===== config.mk =====
export PLATFORM = sky130hd
export DESIGN_NAME = fifo_word_packer
export DESIGN_NICKNAME = d
export VERILOG_FILES = /design/src/rtl/fifo_pkg.sv /design/src/rtl/fifo_word_packer_word_shift_reg.sv /design/src/rtl/fifo_word_packer.sv
export SDC_FILE = /design/constraint.sdc
export NUM_CORES = 1
export LEC_CHECK = 0
export BUFFER_PORTS_ARGS = -buffer_cell sky130_fd_sc_hd__buf_2
export CAP_MARGIN = 20
export CELL_PAD_IN_SITES_DETAIL_PLACEMENT = 1
export CELL_PAD_IN_SITES_GLOBAL_PLACEMENT = 2
export CORE_UTILIZATION = 32
export CTS_CLUSTER_DIAMETER = 60
export DETAILED_ROUTE_END_ITERATION = 6
export PLACE_DENSITY_LB_ADDON = 0.1
export SYNTH_ARGS = -nofsm -noshare
export SYNTH_HDL_FRONTEND = slang
export SYNTH_SLANG_ARGS = --single-unit

===== constraint.sdc =====
create_clock -name clk -period 1.9 [get_ports clk]
set_input_delay 0.19 -clock clk [delete_from_list [all_inputs] [get_ports clk]]
set_output_delay 0.19 -clock clk [all_outputs]
set_load 0.05 [all_outputs]

===== src/rtl/fifo_pkg.sv =====
`default_nettype none
// +--------------------------------------------------------------------------+
// | fifo_pkg : shared state encoding and count-width helper | rev 1.0        |
// +--------------------------------------------------------------------------+
package fifo_pkg;

  localparam int BEATS = 8;

  typedef enum logic [0:0] {
    FILL = 1'b0,
    HOLD = 1'b1
  } state_t;

  function automatic int cnt_width(input int beats);
    return $clog2(beats + 1);
  endfunction

endpackage
`default_nettype wire


===== src/rtl/fifo_word_packer_word_shift_reg.sv =====
`default_nettype none
// +--------------------------------------------------------------------------+
// | word_shift_reg : beat insert (MSB/LSB order) and flush align | rev 1.0   |
// +--------------------------------------------------------------------------+
module word_shift_reg
  import fifo_pkg::*;
#(
  parameter int IN_WIDTH  = 1,
  parameter int OUT_WIDTH = BEATS,
  parameter int MSB_FIRST = 1,
  parameter int CW        = cnt_width(BEATS)
) (
  input  logic                 clk,
  input  logic                 rst_n,
  input  logic                 clear,
  input  logic                 load,
  input  logic                 align,
  input  logic [IN_WIDTH-1:0]  beat,
  input  logic [CW-1:0]        captured,
  output logic [OUT_WIDTH-1:0] word
);

  localparam int c_nb = OUT_WIDTH / IN_WIDTH;

  generate
    if (MSB_FIRST != 0) begin : g_msb
      always_ff @(posedge clk or negedge rst_n) begin
        if (!rst_n) begin
          word <= '0;
        end else if (clear) begin
          word <= '0;
        end else if (align) begin
          // Partial word sits in the low bits; move it up so beat 0 is at the top.
          for (int b = 1; b < c_nb; b++) begin
            if (captured == CW'(b)) word <= word << ((c_nb - b) * IN_WIDTH);
          end
        end else if (load) begin
          word <= {word[OUT_WIDTH-IN_WIDTH-1:0], beat};
        end
      end
    end else begin : g_lsb
      always_ff @(posedge clk or negedge rst_n) begin
        if (!rst_n) begin
          word <= '0;
        end else if (clear) begin
          word <= '0;
        end else if (align) begin
          word <= word;  // already packed from bit 0 with zero upper bits
        end else if (load) begin
          for (int b = 0; b < c_nb; b++) begin
            if (captured == CW'(b)) word[b*IN_WIDTH +: IN_WIDTH] <= beat;
          end
        end
      end
    end
  endgenerate

endmodule
`default_nettype wire


===== src/rtl/fifo_word_packer.sv =====
`default_nettype none
// +--------------------------------------------------------------------------+
// | fifo_word_packer : packs FIFO beats into words on valid/ready | rev 1.0  |
// +--------------------------------------------------------------------------+
module fifo_word_packer
  import fifo_pkg::*;
#(
  parameter int IN_WIDTH  = 1,
  parameter int OUT_WIDTH = BEATS,
  parameter int MSB_FIRST = 1
) (
  input  logic                                       clk,
  input  logic                                       rst_n,
  input  logic                                       fifo_empty,
  input  logic [IN_WIDTH-1:0]                        fifo_data,
  output logic                                       fifo_rd_en,
  input  logic                                       flush,
  output logic [OUT_WIDTH-1:0]                       out_data,
  output logic                                       out_valid,
  input  logic                                       out_ready,
  output logic                                       out_partial,
  output logic [cnt_width(OUT_WIDTH/IN_WIDTH)-1:0]   out_beats
);

  localparam int            c_nb   = OUT_WIDTH / IN_WIDTH;
  localparam int            c_cw   = cnt_width(c_nb);
  localparam logic [c_cw-1:0] c_one  = c_cw'(1);
  localparam logic [c_cw-1:0] c_full = c_cw'(c_nb);

  state_t            r_state;
  state_t            w_state_nxt;
  logic [c_cw-1:0]   r_issued;
  logic [c_cw-1:0]   r_captured;
  logic [c_cw-1:0]   w_cap_next;
  logic              r_rd_pend;
  logic              r_flush_latched;
  logic              w_full;
  logic              w_flush_go;
  logic              w_emit_part;
  logic              w_load;
  logic              w_clear;

  always_ff @(posedge clk or negedge rst_n) begin
    if (!rst_n) r_state <= FILL;
    else        r_state <= w_state_nxt;
  end

  always_comb begin
    w_state_nxt = r_state;
    fifo_rd_en  = 1'b0;
    w_load      = 1'b0;
    w_clear     = 1'b0;
    w_full      = 1'b0;
    w_flush_go  = 1'b0;
    w_emit_part = 1'b0;
    w_cap_next  = r_rd_pend ? (r_captured + c_one) : r_captured;
    case (r_state)
      FILL: begin
        fifo_rd_en  = !fifo_empty && (r_issued < c_full) && !r_flush_latched;
        w_load      = r_rd_pend;
        w_full      = (w_cap_next == c_full);
        // A flush resolves only once the last in-flight beat has landed.
        w_flush_go  = r_flush_latched && !r_rd_pend;
        w_emit_part = w_flush_go && (r_captured != '0);
        if (w_full || w_emit_part) w_state_nxt = HOLD;
      end
      HOLD: begin
        w_clear = out_ready;
        if (out_ready) w_state_nxt = FILL;
      end
      default: w_state_nxt = FILL;
    endcase
  end

  always_ff @(posedge clk or negedge rst_n) begin
    if (!rst_n) begin
      r_issued        <= '0;
      r_captured      <= '0;
      r_rd_pend       <= 1'b0;
      r_flush_latched <= 1'b0;
      out_valid       <= 1'b0;
      out_partial     <= 1'b0;
      out_beats       <= '0;
    end else if (w_clear) begin
      r_issued        <= '0;
      r_captured      <= '0;
      r_rd_pend       <= 1'b0;
      r_flush_latched <= 1'b0;
      out_valid       <= 1'b0;
      out_partial     <= 1'b0;
      out_beats       <= '0;
    end else if (r_state == FILL) begin
      r_rd_pend  <= fifo_rd_en;
      r_captured <= w_cap_next;
      if (fifo_rd_en) r_issued <= r_issued + c_one;
      if (w_full) begin
        // A full word wins over any flush arriving in the same cycle.
        out_valid       <= 1'b1;
        out_partial     <= 1'b0;
        out_beats       <= c_full;
        r_flush_latched <= 1'b0;
      end else if (w_flush_go) begin
        r_flush_latched <= 1'b0;
        if (w_emit_part) begin
          out_valid   <= 1'b1;
          out_partial <= 1'b1;
          out_beats   <= r_captured;
        end
      end else if (flush) begin
        r_flush_latched <= 1'b1;
      end
    end
  end

  word_shift_reg #(
    .IN_WIDTH  (IN_WIDTH),
    .OUT_WIDTH (OUT_WIDTH),
    .MSB_FIRST (MSB_FIRST),
    .CW        (c_cw)
  ) u_word (
    .clk      (clk),
    .rst_n    (rst_n),
    .clear    (w_clear),
    .load     (w_load),
    .align    (w_emit_part),
    .beat     (fifo_data),
    .captured (r_captured),
    .word     (out_data)
  );

endmodule
`default_nettype wire

# After elaboration in Yosys (flattened, before gate mapping)
# Index checks and enable logic that the tools add are counted.
[word_totals] regBits=25 input_bits=6 output_inout_bits=15 word_cells=86
[op_classes] add_sub_neg=2 magnitude_cmp=1 eq_ne=10 mux=45 bitwise=1 reduce_logical=18
[op_table] cell="8-bit two-way mux" count=10
[op_table] cell="4-bit two-way mux" count=11
[op_table] cell="1-bit two-way mux" count=23
[op_table] cell="4-bit by 3-bit equality test with 1-bit output, second input constant" count=4
[op_table] cell="9-bit by 8-bit inequality test with 1-bit output, second input constant" count=1
[op_table] cell="3-bit nonzero test" count=3
[op_table] cell="4-bit by 1-bit adder with 4-bit output, second input constant" count=2
[op_table] cell="4-bit by 2-bit equality test with 1-bit output, second input constant" count=2
[op_table] cell="4-bit nonzero test" count=2
[op_table] cell="2-bit AND reduction" count=3
[op_table] cell="4-bit by 1-bit equality test with 1-bit output, second input constant" count=1
[op_table] cell="4-bit equality test, second input constant" count=1
[op_table] cell="1-bit logical AND" count=4
[op_table] cell="4-bit less-than comparator, second input constant" count=1
[op_table] cell="1-bit logical NOT" count=3
[op_table] cell="3-bit AND reduction" count=1
[op_table] cell="2-bit by 1-bit inequality test with 1-bit output, second input constant" count=1
[op_table] cell="1-bit case mux with 2 select lines" count=1
[op_table] cell="2-bit nonzero test" count=1
[op_table] cell="1-bit logical OR" count=1
[op_table] cell="1-bit NOT" count=1

# Depth between registers and ports, before layout
[depth] depth_word=10 ltp_mapped=10 ltp_nobuf=6

# By module
# From an unflattened synthesis, not the netlist that was laid out.
[hier_totals] hier_cells=176 area_unflattened_um2=1640.3
[by_module_without_submodules] module="fifo_word_packer" instances=1 cells_each=96 area_each_um2=982.2 seq_area_each_um2=425.4
[by_module_without_submodules] module="word_shift_reg" instances=1 cells_each=80 area_each_um2=658.1 seq_area_each_um2=200.2

# Worst setup path before layout
# No wires, ideal clock.
[synth_path] kind="reg2reg" from="register r_state" to="register r_issued[2]" setup_ps=127 arrival_ps=2208 path_slack_ps=-435 path_stages_with_launch=6 cell_sequence="dfrtp_1 buf_2 nor4_2 nand2_1 xor2_1 nor2_1"
[synth_between] elab_chain_cells=3 word_cells_on_any_way=6 classes_between="1 x eq/ne; 3 x mux; 2 x reduce/logical"
[synth_lines] item="start: declaration" line="fifo_word_packer.sv:30" source="state_t r_state;"
[synth_lines] item="start signal: assignment" line="fifo_word_packer.sv:45" source="else r_state <= w_state_nxt;"
[synth_lines] item="1-bit two-way mux" line="fifo_word_packer.sv:57" source="case (r_state)"
[synth_lines] item="net fifo_rd_en" line="fifo_word_packer.sv:16" source="output logic fifo_rd_en,"
[synth_lines] item="2-bit nonzero test (no line)"
[synth_lines] item="2-bit AND reduction (no line)"
[synth_lines] item="end signal: assignment" line="fifo_word_packer.sv:95" source="if (fifo_rd_en) r_issued <= r_issued + c_one;"
[synth_lines] item="end: declaration" line="fifo_word_packer.sv:32" source="logic [c_cw-1:0] r_issued;"
# The timed path passes the listed nets, and every way through them passes these cells.
# A chain may end at the register's enable or synchronous reset.

# Final worst setup path
[layout_path] from="register r_captured[1]" to="register u_word.word[4]"
[layout_between] elab_chain_cells=9 word_cells_on_any_way=21 classes_between="8 x eq/ne; 9 x mux; 4 x reduce/logical"
[layout_lines] item="start: declaration" line="fifo_word_packer.sv:33" source="logic [c_cw-1:0] r_captured;"
[layout_lines] item="start signal: assignment" line="fifo_word_packer.sv:94" source="r_captured <= w_cap_next;"
[layout_lines] item="4-bit by 2-bit equality test with 1-bit output" line="fifo_word_packer_word_shift_reg.sv:35" source="if (captured == CW'(b)) word <= word << ((c_nb - b) * IN_WIDTH);"
[layout_lines] item="8-bit two-way mux (6 in series)" line="fifo_word_packer_word_shift_reg.sv:35"
[layout_lines] item="8-bit two-way mux" line="fifo_word_packer_word_shift_reg.sv:32" source="end else if (align) begin"
[layout_lines] item="8-bit two-way mux" line="fifo_word_packer_word_shift_reg.sv:30" source="end else if (clear) begin"
[layout_lines] item="end signal: assignment" line="fifo_word_packer_word_shift_reg.sv:35"
[layout_lines] item="end signal: assignment" line="fifo_word_packer_word_shift_reg.sv:38" source="word <= {word[OUT_WIDTH-IN_WIDTH-1:0], beat};"
[layout_lines] item="end: declaration" line="fifo_word_packer_word_shift_reg.sv:20" source="output logic [OUT_WIDTH-1:0] word"
# Several ways; a longest one is shown, not always the timed one.

==> reports/results.md <==
| Metric | Reported |
|:---|:---|
| Multi-input gate area in the final layout | 910 um2 |
| Mux contribution to synthesized area | 4.41% |
| First-pass iteration count of the detailed router | 4 |
| Flops & latches, synth | 25 |
| Number of DRC markers in iteration 0 | 45 |
| Final Worst Setup Slack | 41.6 ps |
| Number of buffers between clock root and the deepest sink | 2 |
| Count of cells along the worst register-to-register path | 7 |
| Most frequently used flop master after synthesis | sky130_fd_sc_hd__dfrtp_1 |
| WP buf/inv | 2 |
| Routability Congestion | 0.820 |
| Critical path cell sequence | inv_2, ha_4, or3b_4, a32o_2, buf_12, a21oi_2, a31oi_1 |
| Full die area | 0.00525 mm2 |
| Post-Syn Nets | 181 |
| Data arrival time of the worst path | 2020 ps |
| Unrepaired setup endpoints after global routing | true |
| Worst Hold Path Cells | 3 |
| Hold Path End | u_word.word[0] |
| Die outline width | 72.4 um |
| Antenna diode count | 0 |
| Highest-delay cell along the critical path | sky130_fd_sc_hd__dfrtp_2 |
| Main combinational cell family by area after synthesis | simple AND/OR/NAND/NOR gates |
| Origin of the critical flop-to-flop path | r_captured[1] |
| Number of buffer cells added on primary ports | 20 |
| Number of global-route vias before repair | 1502 |
| Global-route wire length before repair | 7.56 mm |
| Post-detailed-placement cell area | 0.00189 mm2 |
| Final max-slew violation count | 0 |
| Final worst hold slack | 154 ps |
| Clock network latency to the later pin of the worst-skew pair | 270 ps |
| VDD IR max | 0.885 mV |
| Xor-xnor portion of the synthesized cell area | 1.65% |
| Count of unique library cells instantiated by Yosys | 50 |
| Synthesized area divided by synthesized cell count | 9.34 um2 |
| Final standard cell utilization of the core | 41.8% |
| Area added between synthesis and finish | 25.3% |
| Worst setup path category | reg -> reg |
| Post-synthesis cell count | 170 |
| Final wirelength | 4.46 mm |
| Clock Skew | 5.62 ps |
| Hpwl dp | 3.41 mm |
| Leakage power | 0.000901 uW |
| Global-route usage over all layers | 18.9% |
| Wire length per cell | 16.5 um |
| Residual DRC | 0 |
| Data required time at the worst endpoint | 2060 ps |
| Clock sink count | 25 |
| Post-synthesis compound-gate area fraction | 19.5% |
| Hold Startpoint | fifo_data |
| Routed vias/inst | 5.15 |
| Number of synthesized flops with an enable pin | 0 |
| Maximum clock frequency | 538 MHz |
| Worst-path clk slew | 100 ps |
| Number of core rows | 25 |
| Crit-path max cell delay | 460 ps |
| Worst-case headroom to the max-slew limit | 58.8% |
| Max-cap violations | 0 |
| Number of H-tree levels | 1 |
| Die extent in y | 72.4 um |
| Power density normalized to cell area | 2000 mW/mm2 |
| Overflow left after global routing | 0 |
| Number of setup violations in the final report | 0 |
| Pre-CTS setup slack | -78.7 ps |
| Worst hold-check path type | in -> reg |
| Max FO, Critical Path | 14 |
| Vias post-DR | 1391 |
| Status | finished, final reports clean |
| Capturing point of the worst reg2reg path | u_word.word[4] |
| Sequential fraction of the synthesis area | 39.4% |
| FF+latch area | 628 um2 |
| Initial Utilization | 33.4% |
| Minimum period implied by the final worst setup slack | 1860 ps |
| Placeable core region | 0.00475 mm2 |
| Crit. End Element | flop |
| Area share of and/or/nand/nor cells after synthesis | 24.3% |
| Pin count of the biggest net entering global routing | 26 |
| Yosys Warn Count | 0 |
| Final Cycle Share | 97.8% |
| Initial antenna violation count | 0 |
| Startpoint Class | flop |
| Number of clock buffers inserted by TritonCTS | 3 |
| Number of primary I/O pins | 21 |
| Post-synthesis instance area | 0.00159 mm2 |
| Number of hold violations in the final report | 0 |
| Number of nets still failing antenna checks after routing | 0 |
| Adder-Cell Fraction of Synth Area | 3.94% |
| Actual slew at the worst max-slew pin | 618 ps |
| CTS tree | built |
| Cell family with the largest share of critical-path delay | compound AO/OA/AOI/OAI gates |
| Root buf cell | sky130_fd_sc_hd__clkbuf_8 |
| Total setup buffers inserted after CTS | 0 |
| Share of final-layout standard cells stronger than drive strength 1 | 32.0% |
| Net count, final | 215 |
| Final cell area excluding filler cells | 0.00199 mm2 |
| Async set or reset register ratio after synthesis | 100% |
| Setup slack of the worst register-to-register path | 40 ps |
| Filler cells | 580 |
## state kept, by name (all words and copies together) (netlist names)
name and count:
out_beats 4, out_partial 1, out_valid 1, r_captured 4, r_flush_latched 1, r_issued 4, r_rd_pend 1, r_state 1
u_word.word 8
## layout by cell type, fill, tap and decap left out, types with 3 or more instances in the layout
cell	count
sky130_fd_sc_hd__a21oi_1	13
sky130_fd_sc_hd__a31oi_1	6
sky130_fd_sc_hd__and2_1	3
sky130_fd_sc_hd__buf_2	19
sky130_fd_sc_hd__buf_4	20
sky130_fd_sc_hd__clkbuf_8	3
sky130_fd_sc_hd__dfrtp_1	23
sky130_fd_sc_hd__ha_1	3
sky130_fd_sc_hd__inv_1	5
sky130_fd_sc_hd__mux2i_1	7
sky130_fd_sc_hd__nand2_1	17
sky130_fd_sc_hd__nand3_1	3
sky130_fd_sc_hd__nand3b_1	5
sky130_fd_sc_hd__nor2_1	7
sky130_fd_sc_hd__nor3_1	5
sky130_fd_sc_hd__o21ai_0	6
sky130_fd_sc_hd__o21ai_1	3
## worst register-to-register path: stages (launching register included)
cell and delay (ps):
sky130_fd_sc_hd__dfrtp_2 460, sky130_fd_sc_hd__inv_2 100, sky130_fd_sc_hd__ha_4 140, sky130_fd_sc_hd__or3b_4 400
sky130_fd_sc_hd__a32o_2 330, sky130_fd_sc_hd__buf_12 160, sky130_fd_sc_hd__a21oi_2 120, sky130_fd_sc_hd__a31oi_1 60
## power breakdown
group	total [uW]	switching, uW	internal (uW)
logic	2550	1550	1000
registers	1090	308	785
clock network	335	186	149
## cell type report
type	count	share of cell area, %
Sequential cell	25	31.6
Clock inverter	1	0.377
Multi-Input combinational cell	124	45.7
Timing Repair Buffer	42	14.4
Tap cell	67	4.21
Clock buffer	3	2.08
Inverter	8	1.64
## worst max path at each step
stage | startpoint | endpoint | slack, ps | cells after the start
6_report | r_captured[1] | u_word.word[4] | 40 | 7
2_1_floorplan | r_captured[0] | u_word.word[2] | -40 | 10
3_3_place_gp | r_captured[1] | r_state | 20 | 5
5_1_grt | r_captured[1] | u_word.word[3] | -80 | 7
4_1_cts | r_captured[0] | u_word.word[4] | 7 | 6
3_5_place_dp | r_captured[0] | u_word.word[4] | -80 | 6
## stage by stage
stage / setup TNS [ps] / std cells / power (uW)
after floorplan: -111 / 170 / 2870
after CTS: 0 / 270 / 3970
after global placement: 0 / 265 / 3510
after global routing: -300 / 270 / 4310
after detailed placement: -213 / 265 / 3590
final: 0 / 270 / 3980
## synthesized netlist by cell type (2+ instances only)
master / count / area, um2
sky130_fd_sc_hd__a211o_1: 2 / 17.5
sky130_fd_sc_hd__a21o_1: 2 / 15.0
sky130_fd_sc_hd__a21oi_1: 15 / 75.1
sky130_fd_sc_hd__a221oi_1: 2 / 17.5
sky130_fd_sc_hd__a31oi_1: 6 / 37.5
sky130_fd_sc_hd__and2_1: 2 / 12.5
sky130_fd_sc_hd__and3_1: 2 / 12.5
sky130_fd_sc_hd__buf_2: 5 / 25.0
sky130_fd_sc_hd__buf_6: 3 / 33.8
sky130_fd_sc_hd__clkbuf_1: 5 / 18.8
sky130_fd_sc_hd__dfrtp_1: 25 / 626
sky130_fd_sc_hd__ha_1: 5 / 62.6
sky130_fd_sc_hd__inv_1: 7 / 26.3
sky130_fd_sc_hd__mux2i_1: 7 / 70.1
sky130_fd_sc_hd__nand2_1: 17 / 63.8
sky130_fd_sc_hd__nand2b_1: 2 / 12.5
sky130_fd_sc_hd__nand3_1: 3 / 15.0
sky130_fd_sc_hd__nand3b_1: 5 / 37.5
sky130_fd_sc_hd__nand4_1: 2 / 12.5
sky130_fd_sc_hd__nor2_1: 7 / 26.3
sky130_fd_sc_hd__nor2b_1: 2 / 12.5
sky130_fd_sc_hd__nor3_1: 5 / 25.0
sky130_fd_sc_hd__o21ai_0: 8 / 40.0
sky130_fd_sc_hd__o31ai_1: 2 / 15.0
sky130_fd_sc_hd__or3_1: 2 / 12.5
sky130_fd_sc_hd__or4_1: 2 / 15.0
sky130_fd_sc_hd__xor2_1: 2 / 17.5
## what timing repair did
action | in CTS | in global routing
pin swaps | 1 | 3
endpoints found under the setup margin | 13 | 16
hold buffers | 1 | 0
resized for setup | 6 | 9
hold endpoints to repair | 25 | 0
## metal layers
metal  routed length [um]  share of wire, %  GRT usage, %  vias to the layer above
met5                    0                 0             0                        -
met2                 2230                50          34.1                       21
met3                   98               2.2          2.50                        2
met4                   25              0.56          3.92                        0
met1                 2110                47          24.1                      689
li1                     -                 -             -                      679
## cells by family after synthesis
| family | after synthesis |
|---|---|
| compound gates | 46 |
| xor+xnor | 3 |
| fa+ha+maj | 5 |
| buf+inv | 21 |
| flops | 25 |
| mux | 7 |
| simple gates | 63 |
(Power assumes the default switching activity.)
